`src/rtl/pipe_stage_chain.sv`:
```
// pipe_stage_chain: DEPTH-deep chain of WIDTH-bit pipeline registers with per-stage
// valid, stall and flush, plus in/out valid-ready handshakes and per-stage taps.
// Optional feature macro: PIPE_BUBBLE_COLLAPSE_EN
//   defined   -> empty stages never block upstream; bubbles are squeezed out.
//   undefined -> lockstep: any downstream hold freezes every upstream stage.
module pipe_stage_chain #(
    parameter int unsigned       WIDTH     = 32,
    parameter int unsigned       DEPTH     = 4,
    parameter logic [WIDTH-1:0]  RESET_VAL = '0
) (
    input  logic                         clk,
    input  logic                         rst_n,
    input  logic                         in_valid,
    input  logic [WIDTH-1:0]             in_data,
    output logic                         in_ready,
    input  logic [DEPTH-1:0]             stall,
    input  logic [DEPTH-1:0]             flush,
    output logic                         out_valid,
    output logic [WIDTH-1:0]             out_data,
    input  logic                         out_ready,
    output logic [DEPTH-1:0]             stage_valid,
    output logic [DEPTH*WIDTH-1:0]       stage_data,
    output logic [$clog2(DEPTH+1)-1:0]   occupancy
);

    localparam int unsigned OCC_W = $clog2(DEPTH + 1);
    localparam int          LAST  = int'(DEPTH) - 1;

    logic [DEPTH-1:0]  validQ;
    logic [WIDTH-1:0]  dataQ     [DEPTH];
    logic [DEPTH-1:0]  hold;
    logic [DEPTH-1:0]  nextValid;
    logic [WIDTH-1:0]  nextData  [DEPTH];

    // Hold terms ripple from the output end back toward the input end.
    always_comb begin
        hold = '0;
`ifdef PIPE_BUBBLE_COLLAPSE_EN
        hold[LAST] = stall[LAST] | (validQ[LAST] & ~out_ready);
        for (int i = LAST - 1; i >= 0; i--) begin
            hold[i] = stall[i] | (validQ[i] & hold[i+1]);
        end
`else
        hold[LAST] = stall[LAST] | ~out_ready;
        for (int i = LAST - 1; i >= 0; i--) begin
            hold[i] = stall[i] | hold[i+1];
        end
`endif
    end

    // Stage 0 can take a new item whenever it is not held and reset is released.
    always_comb begin
        in_ready = rst_n & ~hold[0];
    end

    // Next-state of every stage: hold, advance, or take a bubble; flush kills the valid bit last.
    always_comb begin
        nextValid = validQ;
        nextData  = dataQ;
        for (int i = 0; i <= LAST; i++) begin
            if (!hold[i]) begin
                if (i == 0) begin
                    nextValid[i] = in_valid;
                    if (in_valid) begin
                        nextData[i] = in_data;
                    end
                end else if (!hold[i-1]) begin
                    nextValid[i] = validQ[i-1];
                    nextData[i]  = dataQ[i-1];
                end else begin
                    // upstream is frozen: insert a bubble, keep the stale payload
                    nextValid[i] = 1'b0;
                end
            end
            if (flush[i]) begin
                nextValid[i] = 1'b0;
            end
        end
    end

    // Stage registers with synchronous active-low reset.
    always_ff @(posedge clk) begin
        if (!rst_n) begin
            validQ <= '0;
            for (int i = 0; i <= LAST; i++) begin
                dataQ[i] <= RESET_VAL;
            end
        end else begin
            validQ <= nextValid;
            for (int i = 0; i <= LAST; i++) begin
                dataQ[i] <= nextData[i];
            end
        end
    end

    // Popcount of the registered valid bits.
    always_comb begin
        occupancy = '0;
        for (int i = 0; i <= LAST; i++) begin
            occupancy = occupancy + OCC_W'(validQ[i]);
        end
    end

    // Output end and forwarding taps come straight from the registers.
    always_comb begin
        out_valid   = validQ[LAST];
        out_data    = dataQ[LAST];
        stage_valid = validQ;
        for (int i = 0; i <= LAST; i++) begin
            stage_data[i*WIDTH +: WIDTH] = dataQ[i];
        end
    end

endmodule

```
`config.mk`:
```
export PLATFORM = sky130hd
export DESIGN_NAME = pipe_stage_chain
export DESIGN_NICKNAME = d
export VERILOG_FILES = /design/src/rtl/pipe_stage_chain.sv
export SDC_FILE = /design/constraint.sdc
export NUM_CORES = 1
export LEC_CHECK = 0
export ABC_AREA = 1
export BUFFER_PORTS_ARGS = -buffer_cell sky130_fd_sc_hd__buf_2
export CELL_PAD_IN_SITES_DETAIL_PLACEMENT = 0
export CELL_PAD_IN_SITES_GLOBAL_PLACEMENT = 1
export CORE_MARGIN = 10
export CORE_UTILIZATION = 33
export CTS_CLUSTER_SIZE = 16
export DETAILED_ROUTE_END_ITERATION = 12
export GPL_TIMING_DRIVEN = 0
export PLACE_DENSITY_LB_ADDON = 0.1
export SYNTH_ARGS = -nofsm -noshare
export SYNTH_HDL_FRONTEND = slang
export SYNTH_SLANG_ARGS = --single-unit
```
`constraint.sdc`:
```
create_clock -name clk -period 1.75 [get_ports clk]
set_input_delay 0.0875 -clock clk [delete_from_list [all_inputs] [get_ports clk]]
set_output_delay 0.0875 -clock clk [all_outputs]
set_load 0.03 [all_outputs]
```
; ---- Word level (Yosys, flattened, before mapping)
; Cells that the tools add are included.
[word_totals]
ff_bits = 132
latchBits = 0
ramBits = 0
romBits = 0
input_bits = 44
output_inout_bits = 169
elab_cells = 33
memories = 0
[op_classes]
addsub = 3
multipliers = 0
n_div = 0
order_cmp = 0
n_eq_ne = 0
shifts = 0
n_mux = 3
n_bitwise = 11
reduce_logical = 8
[ops]
columns = op, count
row1 = $reduce_and 2->1, 4
row2 = $reduce_or 2->1, 4
row3 = $not 1->1, 6
row4 = $or 1x1->1, 4
row5 = $add 2x1->3, 1
row6 = $add 3x1->3, 1
row7 = $mux 1, 3
row8 = $add 1x1->2, 1
row9 = $and 1x1->1, 1

; ---- Logic depth before layout (Yosys ltp)
[logic_depth]
word_depth = 7
mapped_depth = 7
mapped_depth_nobuf = 6

; ---- Worst setup path after synthesis
; Ideal clock, no wire load.
[synth_timing]
path_type = register -> output
start = register validQ[3] (netlist: stage_valid[3])
end = output occupancy[1]
arrival_time_ns = 1.782
slack_ns = -0.119
path_stages_with_launch = 6
path_buffers = 0
cell_sequence = dfxtp_1 -> inv_1 -> fa_1 -> inv_1 -> ha_1 -> ha_1
[synth_via]
elab_chain_len = 1
[synth_lines]
columns = item, line_no
row1 = "start, declared", 29  ; logic [DEPTH-1:0] validQ;
row2 = "start signal, assigned", 89  ; validQ <= nextValid;
row3 = $add 3x1->3, 100  ; occupancy = occupancy + OCC_W'(validQ[i]);
row4 = "end, declared", 23  ; output logic [$clog2(DEPTH+1)-1:0] occupancy
; Every way passes these cells.

; ---- Worst setup path after layout
[layout_timing]
start = register validQ[1] (netlist: stage_valid[1])
end = output occupancy[1]
[layout_via]
elab_chain_len = 3
[layout_lines]
columns = item, line_no
row1 = $add 1x1->2, 100
row2 = $add 2x1->3, 100
row3 = $add 3x1->3, 100
; Every way passes these cells.

==> PnR_summary.wiki <==
{| class="wikitable"
! Metric !! Value
|-
| Result of the run || finished, violations left
|-
| Violated checks || setup timing
|-
| Share of cells above drive strength 1 || 32.30%
|-
| Count of maximum capacitance violations || 0
|-
| Area leader, netlist || sky130_fd_sc_hd__dfxtp_1
|-
| Antenna violations before repair || 0
|-
| Design internal power || between 5 and 6 mW
|-
| Cell types occupying the most area after synthesis || sky130_fd_sc_hd__dfxtp_1, sky130_fd_sc_hd__nand2_1, sky130_fd_sc_hd__nor2_1, sky130_fd_sc_hd__a21oi_1, sky130_fd_sc_hd__buf_4
|-
| Type of the setup path with the least slack || reg -> out
|-
| Portion of netlist area occupied by mux cells || 0%
|-
| Grt met1 use || 20.47%
|-
| Most frequent cells after synthesis || sky130_fd_sc_hd__nand2_1, sky130_fd_sc_hd__dfxtp_1, sky130_fd_sc_hd__nor2_1
|-
| Worst slew slack as a fraction of its limit || roughly 61%
|-
| Highest-utilization routing layer at the global route stage || met2
|-
| Number of instances in the synthesized netlist || 700
|-
| M3 GR Usage || approximately 6.5%
|-
| Unrepaired setup endpoints after global routing || true
|-
| Area enclosed by the die boundary || 0.02144 mm2
|-
| Final-report max-slew violation count || 0
|-
| Ant diodes || 0
|-
| Final TNS setup || -596.4 ps
|-
| Peak supply drop || about 650 uV
|-
| Total of flip-flops plus latches after synthesis || approximately 130
|-
| Layout area overhead || 41.61%
|-
| Worst-margin pin slew || 582.7 ps
|-
| Placement row count || 46
|-
| Remaining global-route overflow || 0
|-
| Switching power summed over all nets || 1.727 mW
|-
| Average via count per standard cell || around 4.4
|-
| Design area || roughly 0.0075 mm2
|-
| Max Root-Sink Buffers || 2
|-
| Signal arrival time at the worst endpoint || around 1900 ps
|-
| Post-detailed-route DRC marker count || 0
|-
| First-pass iteration count of the detailed router || 6
|-
| Total Routed Length || 18,460 um
|-
| Max Clock Skew || 7.508 ps
|-
| Dominant synthesized flop cell || sky130_fd_sc_hd__dfxtp_1
|-
| Share of power burned in the clock network || 50.1%
|-
| Number of warnings issued by yosys || 0
|-
| Post-detail-place hpwl || 14,400 um
|-
| Maximum achievable frequency || approximately 490 MHz
|-
| Post-Synth Simple-Gate Area || roughly 28%
|-
| Count of endpoints failing hold in the final timing report || 0
|-
| First-pass GRT wire length || 29,390 um
|-
| Fill cell total of the finished layout || 1,680
|-
| Endpoint class of the critical path || output port
|-
| Cell count after placement || 1,127
|-
| Class of the tightest hold or removal check || in -> reg
|-
| Register share of total power || 42.6%
|-
| Post-route worst setup slack || -279.4 ps
|-
| Complex-gate fraction of the synthesized area || 9.490%
|-
| Leakage power || roughly 3.6 nW
|-
| Final cycle utilization of the critical path || 116.0%
|-
| Number of global-route vias before repair || 5,299
|-
| Source-to-sink clock delay at the later pin of the worst-skew pair || 420 ps
|-
| Startpoint types || register
|-
| CTS tree || done
|-
| Worst hold slack || 4.497 ps
|-
| Area of the core region || 0.01577 mm2
|-
| H-tree Lvls || 4
|-
| Final total power || 7.217 mW
|-
| Clock transition at the registers of the reported paths || roughly 60 ps
|-
| Largest net degree at the start of global routing || 17
|-
| Adder and majority cell fraction of the synthesized area || 0.8541%
|-
| Syn Nets || 747
|-
| Count of distinct cell types in the synthesized netlist || 21
|-
| GRT Util Overall || 17.18%
|-
| XOR/XNOR Fraction of Synth Area || 0%
|-
| Largest family of logic cells by synthesized area || simple AND/OR/NAND/NOR gates
|-
| Routed wirelength normalized by instance count || around 16 um
|-
| Fraction of power consumed by combinational cells || roughly 7.3%
|-
| Via total after detailed routing || 5,247
|-
| Total Nets Final || 1,000
|-
| Post-route non-filler standard cell count || 1,182
|-
| Placed instance area || 0.006604 mm2
|-
| Starting Density || 33.44%
|-
| Sw Ratio || between 20% and 30%
|-
| Finished Core Util || ~47%
|-
| Number of synthesized flops with an enable pin || 0
|-
| Die Y || 146.4 um
|-
| Area share of the largest cell type after synthesis || 50.11%
|-
| Post-synthesis cell area || 0.005274 mm2
|-
| Placement-stage worst setup slack || ~14 ps
|-
| Met2 global-route usage || 28.55%
|-
| Finish-stage setup viols || 3
|-
| Clk sink count || 132
|-
| Last weighted congestion value of the routability-driven placer || 0.8599
|-
| Proportion of synthesized chip area in sequential cells || 50.11%
|-
| Number of buffers added on ports || 211
|-
| Post-synthesis average cell area || 7.534 um2
|-
| Count of boundary I/O pins || around 210
|-
| Total clock buffers created by CTS || 17
|-
| Crit-path max FO || 2
|-
| Library cell with the highest instance count after synthesis || sky130_fd_sc_hd__nand2_1
|-
| Master cell of the clock root buffer || sky130_fd_sc_hd__clkbuf_16
|-
| Detailed router's first-iteration violation count || 225
|-
| Power per unit of standard cell area || 966.3 mW/mm2
|-
| Chip Width || 146.4 um
|-
| Final antenna-violating net count || 0
|-
| Post-synthesis async set-or-reset flop share || 0%
|-
| Crit path time final || 2029 ps
|-
| Required time of the critical path || 1660 ps
|}
==> layer usage <==
layer	routed length (um)	up-vias
met1	8033	2359
met4	142	0
met5	0	-
met3	1471	13
met2	8811	152
li1	-	2723
==> worst paths after layout <==
kind / startpoint / end / slack, ps / cells past startpoint
max: stage_valid[1] / occupancy[1] / -280 / 6
min: in_data[4] / stage_data[4] / 4 / 5
max reg2reg: stage_valid[2] / stage_valid[3] / 850 / 4
min reg2reg: stage_data[16] / stage_data[48] / 470 / 2
==> what timing repair did <==
action	in CTS	in global routing
endpoints found under the hold margin	19	0
endpoints found under the setup margin	3	3
resized for setup	11	1
buffers inserted	2	2
pin swaps	2	1
hold buffers	19	0
==> worst max-delay path, cell delays in order (launching register included) <==
cell	delay [ps]
sky130_fd_sc_hd__dfxtp_2	330
sky130_fd_sc_hd__inv_2	50
sky130_fd_sc_hd__fa_1	560
sky130_fd_sc_hd__inv_2	60
sky130_fd_sc_hd__ha_4	160
sky130_fd_sc_hd__ha_4	250
sky130_fd_sc_hd__buf_6	120
==> flip-flops by register name, summed over array words and instances, names as in the netlist <==
register	flops
stage_data	96
stage_valid	4
out_data	32
==> cell families after synthesis <==
family | after synthesis
DFF | 132
adders and majority gates | 3
AOI/OAI and AO/OA | 100
and+or+nand+nor | 339
buffers and inverters | 126
==> cell type report <==
| class | count | area, um2 | area share (%) |
|---|---|---|---|
| Buffer | 81 | 461.7 | 6.182 |
| Clock buffer | 19 | 442.9 | 5.931 |
| Clock inverter | 13 | 157.7 | 2.111 |
| Inverter | 45 | 168.9 | 2.262 |
| Multi-Input combinational cell | 442 | 2026 | 27.12 |
| Sequential cell | 132 | 2646 | 35.43 |
| Tap cell | 216 | 270.3 | 3.619 |
| Timing Repair Buffer | 234 | 1295 | 17.34 |
==> power by group through the flow <==
stage          clock network, mW  registers, mW  logic [mW]
5_1_grt                     3.83           3.08       0.587
6_report                    3.61           3.08       0.526
3_5_place_dp                   0           3.14       0.501
4_1_cts                     3.67           3.08       0.535
2_1_floorplan                  0           3.22       0.233
3_3_place_gp                   0           3.14       0.497
==> cells in the final DEF (no fill, tap or decap) <==
| cell | synthesis | final |
|---|---|---|
| sky130_fd_sc_hd__buf_1 | 4 | 4 |
| sky130_fd_sc_hd__clkinvlp_4 | 0 | 4 |
| sky130_fd_sc_hd__buf_6 | 0 | 3 |
| sky130_fd_sc_hd__buf_4 | 39 | 43 |
| sky130_fd_sc_hd__clkbuf_8 | 0 | 1 |
| sky130_fd_sc_hd__nand4_4 | 1 | 1 |
| sky130_fd_sc_hd__bufinv_16 | 0 | 3 |
| sky130_fd_sc_hd__dlygate4sd3_1 | 0 | 19 |
| sky130_fd_sc_hd__dfxtp_1 | 132 | 129 |
| sky130_fd_sc_hd__clkinv_2 | 0 | 4 |
| sky130_fd_sc_hd__ha_4 | 0 | 2 |
| sky130_fd_sc_hd__nand3_1 | 34 | 34 |
| sky130_fd_sc_hd__clkinv_1 | 1 | 1 |
| sky130_fd_sc_hd__nor2_8 | 1 | 1 |
| sky130_fd_sc_hd__nor2_1 | 131 | 131 |
| sky130_fd_sc_hd__buf_2 | 9 | 217 |
| sky130_fd_sc_hd__nand4_1 | 32 | 32 |
| sky130_fd_sc_hd__dfxtp_2 | 0 | 3 |
| sky130_fd_sc_hd__clkinv_4 | 0 | 1 |
| sky130_fd_sc_hd__inv_1 | 41 | 38 |
| sky130_fd_sc_hd__inv_6 | 0 | 1 |
| sky130_fd_sc_hd__inv_2 | 3 | 6 |
| sky130_fd_sc_hd__o21ai_0 | 34 | 34 |
| sky130_fd_sc_hd__clkbuf_16 | 0 | 17 |
| sky130_fd_sc_hd__nand2_1 | 135 | 135 |
| sky130_fd_sc_hd__fa_1 | 1 | 1 |
| sky130_fd_sc_hd__nand3_2 | 1 | 1 |
| sky130_fd_sc_hd__or2_2 | 2 | 2 |
| sky130_fd_sc_hd__a21oi_1 | 66 | 66 |
| sky130_fd_sc_hd__nor2_4 | 2 | 2 |
| sky130_fd_sc_hd__clkbuf_1 | 29 | 30 |
Note: power is estimated with default switching activity, not from simulation.
